[src/rtl/morse_tx_gen.sv]
// Morse transmitter: writable symbol table, MSB-first serialiser with start/busy/done/abort.
// Optional MORSE_REPEAT_EN adds repeat_en input, GAP_BITS parameter and a GAP state.
module morse_tx_gen #(
    parameter int unsigned CLK_DIV  = 250,
    parameter int unsigned DIV_W    = 8,
    parameter int unsigned PAT_W    = 16,
    parameter int unsigned LEN_W    = 5,
    parameter int unsigned SEL_W    = 3
`ifdef MORSE_REPEAT_EN
    ,
    parameter int unsigned GAP_BITS = 7
`endif
) (
    input  logic             clk,
    input  logic             Resetn,
    input  logic             start,
    input  logic [SEL_W-1:0] sel,
    input  logic             abort,
`ifdef MORSE_REPEAT_EN
    input  logic             repeat_en,
`endif
    input  logic             wr_en,
    input  logic [SEL_W-1:0] wr_addr,
    input  logic [PAT_W-1:0] wr_pat,
    input  logic [LEN_W-1:0] wr_len,
    output logic             dot_dash,
    output logic             bit_tick,
    output logic             busy,
    output logic             done
);

    localparam int unsigned DEPTH = 1 << SEL_W;
    localparam logic [DIV_W-1:0] DIV_MAX = DIV_W'(CLK_DIV - 1);
    localparam logic [LEN_W-1:0] PAT_MAX = LEN_W'(PAT_W);

`ifdef MORSE_REPEAT_EN
    localparam int unsigned GAP_W = $clog2(GAP_BITS + 1);
    typedef enum logic [1:0] {IDLE, SEND, GAP} state_t;
`else
    typedef enum logic {IDLE, SEND} state_t;
`endif

    state_t           state, state_n;
    logic [PAT_W-1:0] shreg, shreg_n;
    logic [LEN_W-1:0] cnt, cnt_n;
    logic [DIV_W-1:0] div, div_n;
    logic             done_r, done_n;
    logic             tick;
    logic [LEN_W-1:0] sel_len;

    logic [PAT_W-1:0] tbl_pat [DEPTH];
    logic [LEN_W-1:0] tbl_len [DEPTH];

`ifdef MORSE_REPEAT_EN
    logic [GAP_W-1:0] gap_cnt, gap_n;
`endif

    // Start reads the table before any same-cycle write lands.
    always_ff @(posedge clk or negedge Resetn) begin
        if (!Resetn) begin
            for (int unsigned i = 0; i < DEPTH; i++) begin
                tbl_pat[i] <= '0;
                tbl_len[i] <= '0;
            end
        end else if (wr_en) begin
            tbl_pat[wr_addr] <= wr_pat;
            tbl_len[wr_addr] <= wr_len;
        end
    end

    assign sel_len = (tbl_len[sel] > PAT_MAX) ? PAT_MAX : tbl_len[sel];

    always_comb begin
        state_n = state;
        shreg_n = shreg;
        cnt_n   = cnt;
        div_n   = div;
        done_n  = 1'b0;
        tick    = 1'b0;
`ifdef MORSE_REPEAT_EN
        gap_n   = gap_cnt;
`endif
        case (state)
            IDLE: begin
                if (start && !abort) begin
                    shreg_n = tbl_pat[sel];
                    cnt_n   = sel_len;
                    if (sel_len == '0) begin
                        done_n = 1'b1;
                    end else begin
                        state_n = SEND;
                        div_n   = DIV_MAX;
                    end
                end
            end
            SEND: begin
                if (abort) begin
                    state_n = IDLE;
                    div_n   = '0;
                    cnt_n   = '0;
                end else if (div != '0) begin
                    div_n = div - DIV_W'(1);
                end else begin
                    tick    = 1'b1;
                    shreg_n = shreg << 1;
                    cnt_n   = cnt - LEN_W'(1);
                    div_n   = DIV_MAX;
                    if (cnt == LEN_W'(1)) begin
                        done_n  = 1'b1;
                        state_n = IDLE;
                        div_n   = '0;
`ifdef MORSE_REPEAT_EN
                        if (repeat_en) begin
                            state_n = GAP;
                            div_n   = DIV_MAX;
                            gap_n   = GAP_W'(GAP_BITS);
                        end
`endif
                    end
                end
            end
`ifdef MORSE_REPEAT_EN
            GAP: begin
                if (abort) begin
                    state_n = IDLE;
                    div_n   = '0;
                end else if (div != '0) begin
                    div_n = div - DIV_W'(1);
                end else begin
                    tick  = 1'b1;
                    gap_n = gap_cnt - GAP_W'(1);
                    div_n = DIV_MAX;
                    if (gap_cnt == GAP_W'(1)) begin
                        state_n = IDLE;
                        div_n   = '0;
                        // Re-latch from the live sel/table so edits take effect on the next repeat.
                        if (repeat_en) begin
                            shreg_n = tbl_pat[sel];
                            cnt_n   = sel_len;
                            if (sel_len == '0) begin
                                done_n = 1'b1;
                            end else begin
                                state_n = SEND;
                                div_n   = DIV_MAX;
                            end
                        end
                    end
                end
            end
`endif
            default: state_n = IDLE;
        endcase
    end

    always_ff @(posedge clk or negedge Resetn) begin
        if (!Resetn) begin
            state  <= IDLE;
            shreg  <= '0;
            cnt    <= '0;
            div    <= '0;
            done_r <= 1'b0;
`ifdef MORSE_REPEAT_EN
            gap_cnt <= '0;
`endif
        end else begin
            state  <= state_n;
            shreg  <= shreg_n;
            cnt    <= cnt_n;
            div    <= div_n;
            done_r <= done_n;
`ifdef MORSE_REPEAT_EN
            gap_cnt <= gap_n;
`endif
        end
    end

    assign dot_dash = (state == SEND) && shreg[PAT_W-1];
    assign bit_tick = tick;
    assign busy     = (state != IDLE);
    assign done     = done_r;

endmodule

[config.mk]
export PLATFORM = sky130hd
export DESIGN_NAME = morse_tx_gen
export DESIGN_NICKNAME = d
export VERILOG_FILES = /design/src/rtl/morse_tx_gen.sv
export SDC_FILE = /design/constraint.sdc
export NUM_CORES = 1
export LEC_CHECK = 0
export BUFFER_PORTS_ARGS = -buffer_cell sky130_fd_sc_hd__buf_2
export CAP_MARGIN = 20
export CORE_MARGIN = 1.5
export CORE_UTILIZATION = 40
export DETAILED_ROUTE_END_ITERATION = 6
export GPL_TIMING_DRIVEN = 1
export PLACE_DENSITY = 0.59
export SETUP_SLACK_MARGIN = 0.05
export SLEW_MARGIN = 20
export SYNTH_ARGS = -nofsm -noshare
export SYNTH_HDL_FRONTEND = slang
export SYNTH_SLANG_ARGS = --single-unit
export TNS_END_PERCENT = 1
[constraint.sdc]
create_clock -name clk -period 2.3 [get_ports clk]
set_clock_uncertainty 0.2 [all_clocks]
set_input_delay 0.575 -clock clk [delete_from_list [all_inputs] [get_ports clk]]
set_output_delay 0.575 -clock clk [all_outputs]
set_load 0.01 [all_outputs]
==> flow_summary.toml, run 1 <==
[sta]
worst-slew-pin-transition_ns = 0.470
fin_ws_ns = -0.372
setup_viol_count_final = 9
rsz0062_at_grt = "yes"
setup_tns_ns = -0.568
whs_ns = 0.265
period_minus_slack_ns = 2.67
finalHoldViolCount = 0
finalMaxSlewViolations = 0
finalCritPeriodShare = 1.16
slew_headroom = 0.686
fmax_mhz = 374

[final_layout]
multiInputGateArea_sq_um = 4020
fillers = 1884
final-seq-area_sq_um = 4980
nNetsFinal = 721
layout_commonest_cell = "dfrtp_1"
final_cell_mix = "dfrtp_1 (199), mux2_2 (168), mux4_2 (40), buf_4 (40), buf_2 (33)"
final_layout_size_suffix_gt1_frac = 0.510
area_delta_synth_final_pct = 18.7
layoutNonFillerInstCount = 984
postLayoutCoreUtil = 0.481

[floorplanning]
placementRows = 55
start_util = 0.405
die_width_um = 154
die_h_um = 154
core_sq_um = 22500
io_pins = 36
die-area_sq_um = 23700

[worst_setup_path]
crit_start = "div[0]$_DFFE_PN0P_"
cpPeakStageDelay_ns = 0.48
cp_slowest_cell = "or4b_4"
path_cells = "inv_2 > ha_1 > or4b_4 > nor3_4 > buf_6 > buf_6"
cp_common_cell = "buf_6"
endpoint_kind = "primary output"
path_class = "register to primary output"
r2r-start = "div[0]$_DFFE_PN0P_"
path_max_fanout = 3
cp.arrival_ns = 1.90
critical_path.startpoint_type = "register"
r2r.worst_path.cells = 8
crit_required_ns = 1.52

[power_and_ir_drop]
switching_share = 0.278
p_comb_frac = 0.238
p_sw_mw = 2.90
p_leak_nw = 4.64
share_seq_of_total_power = 0.469
clkPwrFrac = 0.293
internal_power_mw = 7.52
ir_worst_vdd_mv = 0.551
powerDensity_nw_per_um2 = 963

[global_route]
grtUsageTotal = 0.183
grt_max_degree = 51
gr-total-overflow = 0
grt_pass1_wl_um = 33200
grt_pass1_vias = 5996
antenna_found_initial = 0

[cts]
insertion_delay_ns = 0.43
cts.sinks = 199
cts_tree = "yes"
cts_max_path_buffers = 2
cts_buffers = 17
clock-root-buffer = "clkbuf_16"
htreeDepth = 4
clk_pin_slew_ns = 0.08

[run_status]
outcome = "finished, violations left"
violations = "negative setup slack"

[synth]
synth_edf_count = 0
syn_nets = 646
synth.distinct_cells = 50
yosys_warnings = 0
ys_seq_area_frac = 0.546
synth_ff_type = "dfrtp_1"
netlist_instances = 610
ys_ff_latch = 199
synth_area_per_cell_sq_um = 14.9
async_reset_ff_frac = 1.00
syn_area_sq_um = 9110

[routing]
antenna_left = 0
wl_per_cell_um = 20.3
vias = 5436
drc = 0
wl_um = 20000
drt-vias-per-instance = 5.52
drtPass1Iterations = 4
drt-initial-drc-count = 285

[place]
gp_congestion = 0.807
numPortBuffers = 35
dp.cells = 949
hpwl_um = 12900
place_ws_ns = -0.329

[hold_path]
hp-class = "input pin to register"
min_path_cells = 2
min_from = "wr_pat[2]"

[run]
max_cap_viol_count = 0
[worst max-delay path, delay by kind of cell (launching register included)]
family	cells	cell delay, ns
DFF	1	0.40
adders and majority gates	1	0.13
and+or+nand+nor	2	0.63
buffers and inverters	3	0.30
[worst paths after layout]
kind,to,slack [ns]
min in group asynchronous,tbl_len[38]$_DFFE_PN0P_,0.47
max in group asynchronous,shreg[9]$_DFFE_PN0P_,0.82
worst max register to register,div[6]$_DFFE_PN0P_,-0.06
worst min register to register,shreg[8]$_DFFE_PN0P_,0.29
worst max-delay path,bit_tick,-0.37
worst min-delay path,tbl_pat[50]$_DFFE_PN0P_,0.26
[flip-flops by register name, indices dropped and copies added (netlist names)]
signal,flops
tbl_pat,128
div,8
busy,1
shreg,16
tbl_len,40
done,1
cnt,5
[timing repair]
action                                  in CTS  in global routing
gates resized for setup                      6                 18
pin swaps                                    1                  2
buffers inserted                             1                  0
endpoints found under the setup margin      17                 21
hold buffers                                 1                  0
hold endpoints to repair                    43                  0
[cell families after synthesis]
group           count (synthesis)  synth area share
compound gates                 72            0.0541
mux                           231             0.337
buf+inv                        42            0.0202
simple gates                   62            0.0372
fa+ha+maj                       4           0.00549
flops                         199             0.546
[layer usage]
layer	vias up	global-route usage	part of all wire
met2	91	0.303	0.50
met4	0	0.0643	0.014
met5	-	0	0
li1	2459	-	-
met3	19	0.0302	0.033
met1	2867	0.244	0.45
[cells in the mapped netlist, drive strengths merged (2+ instances only)]
cell type	instances	share of area
o32ai	3	0.0029
nand4	2	0.0014
ha	4	0.0055
nand2b	7	0.0048
a22oi	10	0.0097
mux4	42	0.11
mux2	169	0.21
buf	20	0.011
nor3b	2	0.0016
nand2	15	0.0062
nand4b	3	0.0029
o21ai	21	0.012
dfrtp	199	0.55
or2	3	0.0021
nor2b	2	0.0014
o221ai	2	0.0019
a21oi	15	0.0086
o21a	2	0.0016
inv	4	0.0016
o31ai	4	0.0038
a221o	4	0.0044
o22ai	2	0.0014
mux2i	20	0.022
clkbuf	17	0.0070
or3	4	0.0027
a22o	2	0.0019
nor2	12	0.0049
nor3	5	0.0027
or4b	2	0.0026
and2	2	0.0014
[power by group through the flow]
| stage | logic, mW | registers [mW] | clock network, mW |
|---|---|---|---|
| floorplan | 1.69 | 4.77 | 0 |
| global placement | 2.34 | 4.85 | 0 |
| detailed placement | 2.45 | 4.93 | 0 |
| CTS | 2.47 | 4.87 | 3.12 |
| global route | 2.72 | 4.99 | 3.28 |
| finish | 2.48 | 4.88 | 3.05 |
[layout make-up]
| cell class | count | share of cell area |
|---|---|---|
| Multi-Input combinational cell | 369 | 0.372 |
| Sequential cell | 199 | 0.460 |
| Tap cell | 285 | 0.0330 |
| Antenna cell | 1 | 0.000231 |
| Timing Repair Buffer | 93 | 0.0766 |
| Clock buffer | 19 | 0.0419 |
| Inverter | 5 | 0.00174 |
| Clock inverter | 13 | 0.0142 |
[per-stage QoR]
step           total power [mW]  instance area (sq um)
6_report                   10.4                  10800
3_5_place_dp               7.37                  10100
2_1_floorplan              6.45                   9120
3_3_place_gp               7.19                  10100
5_1_grt                    11.0                  10800
4_1_cts                    10.5                  10800
No activity file was read; power rests on OpenSTA's default activity.
==> inputs of run 2 (changes only) <==
--- a/config.mk
+++ b/config.mk
@@ -11,7 +11,9 @@
 export CORE_UTILIZATION = 40
 export DETAILED_ROUTE_END_ITERATION = 6
 export GPL_TIMING_DRIVEN = 1
+export HOLD_SLACK_MARGIN = 0.12
 export PLACE_DENSITY = 0.59
+export RECOVER_POWER = 50
 export SETUP_SLACK_MARGIN = 0.05
 export SLEW_MARGIN = 20
 export SYNTH_ARGS = -nofsm -noshare
==> run 2 against run 1 <==
The flow still finishes with violations (negative setup slack). Largest power group unchanged. Non-clock buffer count is the same. Combinational power is essentially flat. Routed wire length is essentially flat.
==> flow_summary.toml, run 2 (synthesis gave the netlist of run 1 again) <==
[run_status]
outcome = "finished, violations left"
violations = "negative setup slack"

[cts]
cts.sinks = 199
clk_pin_slew_ns = 0.08
insertion_delay_ns = 0.43
htreeDepth = 4
clock-root-buffer = "clkbuf_16"
cts_tree = "yes"
cts_max_path_buffers = 2
cts_buffers = 17

[sta]
setup_viol_count_final = 10
fin_ws_ns = -0.370
finalMaxSlewViolations = 0
fmax_mhz = 375
worst-slew-pin-transition_ns = 1.27
rsz0062_at_grt = "yes"
slew_headroom = 0.156
whs_ns = 0.266
finalHoldViolCount = 0
finalCritPeriodShare = 1.16
period_minus_slack_ns = 2.67

[final_layout]
largest_reg_flops = 128
final_cell_mix = "dfrtp_1 (199), mux2_2 (168), mux4_2 (40)"
max_flop_register = "tbl_pat"
layout_commonest_cell = "dfrtp_1"
reg_top3 = "tbl_pat (128), tbl_len (40), shreg (16)"
area_delta_synth_final_pct = 17.5
final_layout_size_suffix_gt1_frac = 0.507
postLayoutCoreUtil = 0.476
nNetsFinal = 721
antennaDiodeCount = 0

[global_route]
antenna_found_initial = 0
grt_max_degree = 51
gr-total-overflow = 0
grtUsageTotal = 0.183
grt_pass1_vias = 5996
grt_pass1_wl_um = 33200

[routing]
drt-initial-drc-count = 302
wl_met1_um = 9220
drt-vias-per-instance = 5.55
wl_um = 20000
met3_length_um = 540
top_layer_used = "met4"
antenna_left = 0
drc = 0
drtPass1Iterations = 4
wl_met2_um = 9980
wl_per_cell_um = 20.4
vias = 5454

[place]
hpwl_um = 12900
gp_congestion = 0.807
numPortBuffers = 35

[power_and_ir_drop]
p_comb_frac = 0.237
p_sw_mw = 2.90
share_seq_of_total_power = 0.469
clkPwrFrac = 0.294
switching_share = 0.278
internal_power_mw = 7.51
ir_worst_vdd_mv = 0.548
powerDensity_nw_per_um2 = 971
p_leak_nw = 4.59

[floorplanning]
core_sq_um = 22500
placementRows = 55
die_h_um = 154
start_util = 0.405
die_width_um = 154
die-area_sq_um = 23700
io_pins = 36

[worst_setup_path]
path_class = "register to primary output"
critical_path.startpoint_type = "register"
cp.arrival_ns = 1.89
path_max_fanout = 3
crit_required_ns = 1.52
endpoint_kind = "primary output"

[run]
max_cap_viol_count = 0

[hold_path]
hp-class = "input pin to register"
run 2: what timing repair did:
| item | CTS | global route |
|---|---|---|
| hold buffers | 1 | 0 |
| resized for setup | 6 | 18 |
| buffers inserted | 1 | 0 |
| setup endpoints to repair | 17 | 21 |
| pin swaps | 1 | 2 |
| endpoints found under the hold margin | 43 | 0 |
run 2: through the flow:
stage	cell area, sq um	total power [mW]	instances	setup TNS [ns]	setup WS, ns
after CTS	10800	10.5	983	-0.959	-0.400
final	10700	10.4	983	-0.601	-0.370
after detailed placement	10100	7.37	949	-3.68	-0.329
after global routing	10700	11.0	983	-1.68	-0.440
after floorplan	9120	6.45	610	-0.408	-0.0565
after global placement	10100	7.19	949	-2.78	-0.249
run 2: worst max-delay path, cell delays in order, from the launching register on:
cell	delay [ns]
dfrtp_1	0.40
inv_2	0.07
ha_1	0.13
or4b_4	0.48
nor3_4	0.15
buf_6	0.14
buf_6	0.10
run 2: worst paths after layout:
path | from | depth (start not counted) | slack, ns | endpoint
max | div[0]$_DFFE_PN0P_ | 6 | -0.37 | bit_tick
min | wr_pat[2] | 2 | 0.27 | tbl_pat[50]$_DFFE_PN0P_
max reg2reg | div[0]$_DFFE_PN0P_ | 8 | -0.06 | div[6]$_DFFE_PN0P_
min reg2reg | shreg[8]$_DFFE_PN0P_ | 2 | 0.29 | shreg[8]$_DFFE_PN0P_
max in group asynchronous | Resetn | 3 | 0.23 | tbl_pat[8]$_DFFE_PN0P_
min in group asynchronous | Resetn | 2 | 0.76 | tbl_len[38]$_DFFE_PN0P_
run 2: layout make-up:
class | instances | area (sq um)
fill | 1895 | 11800
inverter | 5 | 18.8
multi-input combinational | 369 | 4020
clock buffer | 19 | 453
timing repair buffer | 93 | 729
sequential | 199 | 4980
clock inverter | 13 | 154
tap | 285 | 357
run 2: power groups by stage:
stage,registers [mW],clock network [mW],logic (mW)
6_report,4.88,3.05,2.47
3_3_place_gp,4.85,0,2.34
4_1_cts,4.87,3.12,2.47
5_1_grt,4.99,3.28,2.71
3_5_place_dp,4.93,0,2.45
2_1_floorplan,4.77,0,1.69
run 2: metal layers:
metal / vias to the layer above / GRT usage
li1: 2452 / -
met3: 19 / 0.0302
met4: 0 / 0.0643
met2: 94 / 0.303
met5: - / 0
met1: 2889 / 0.244
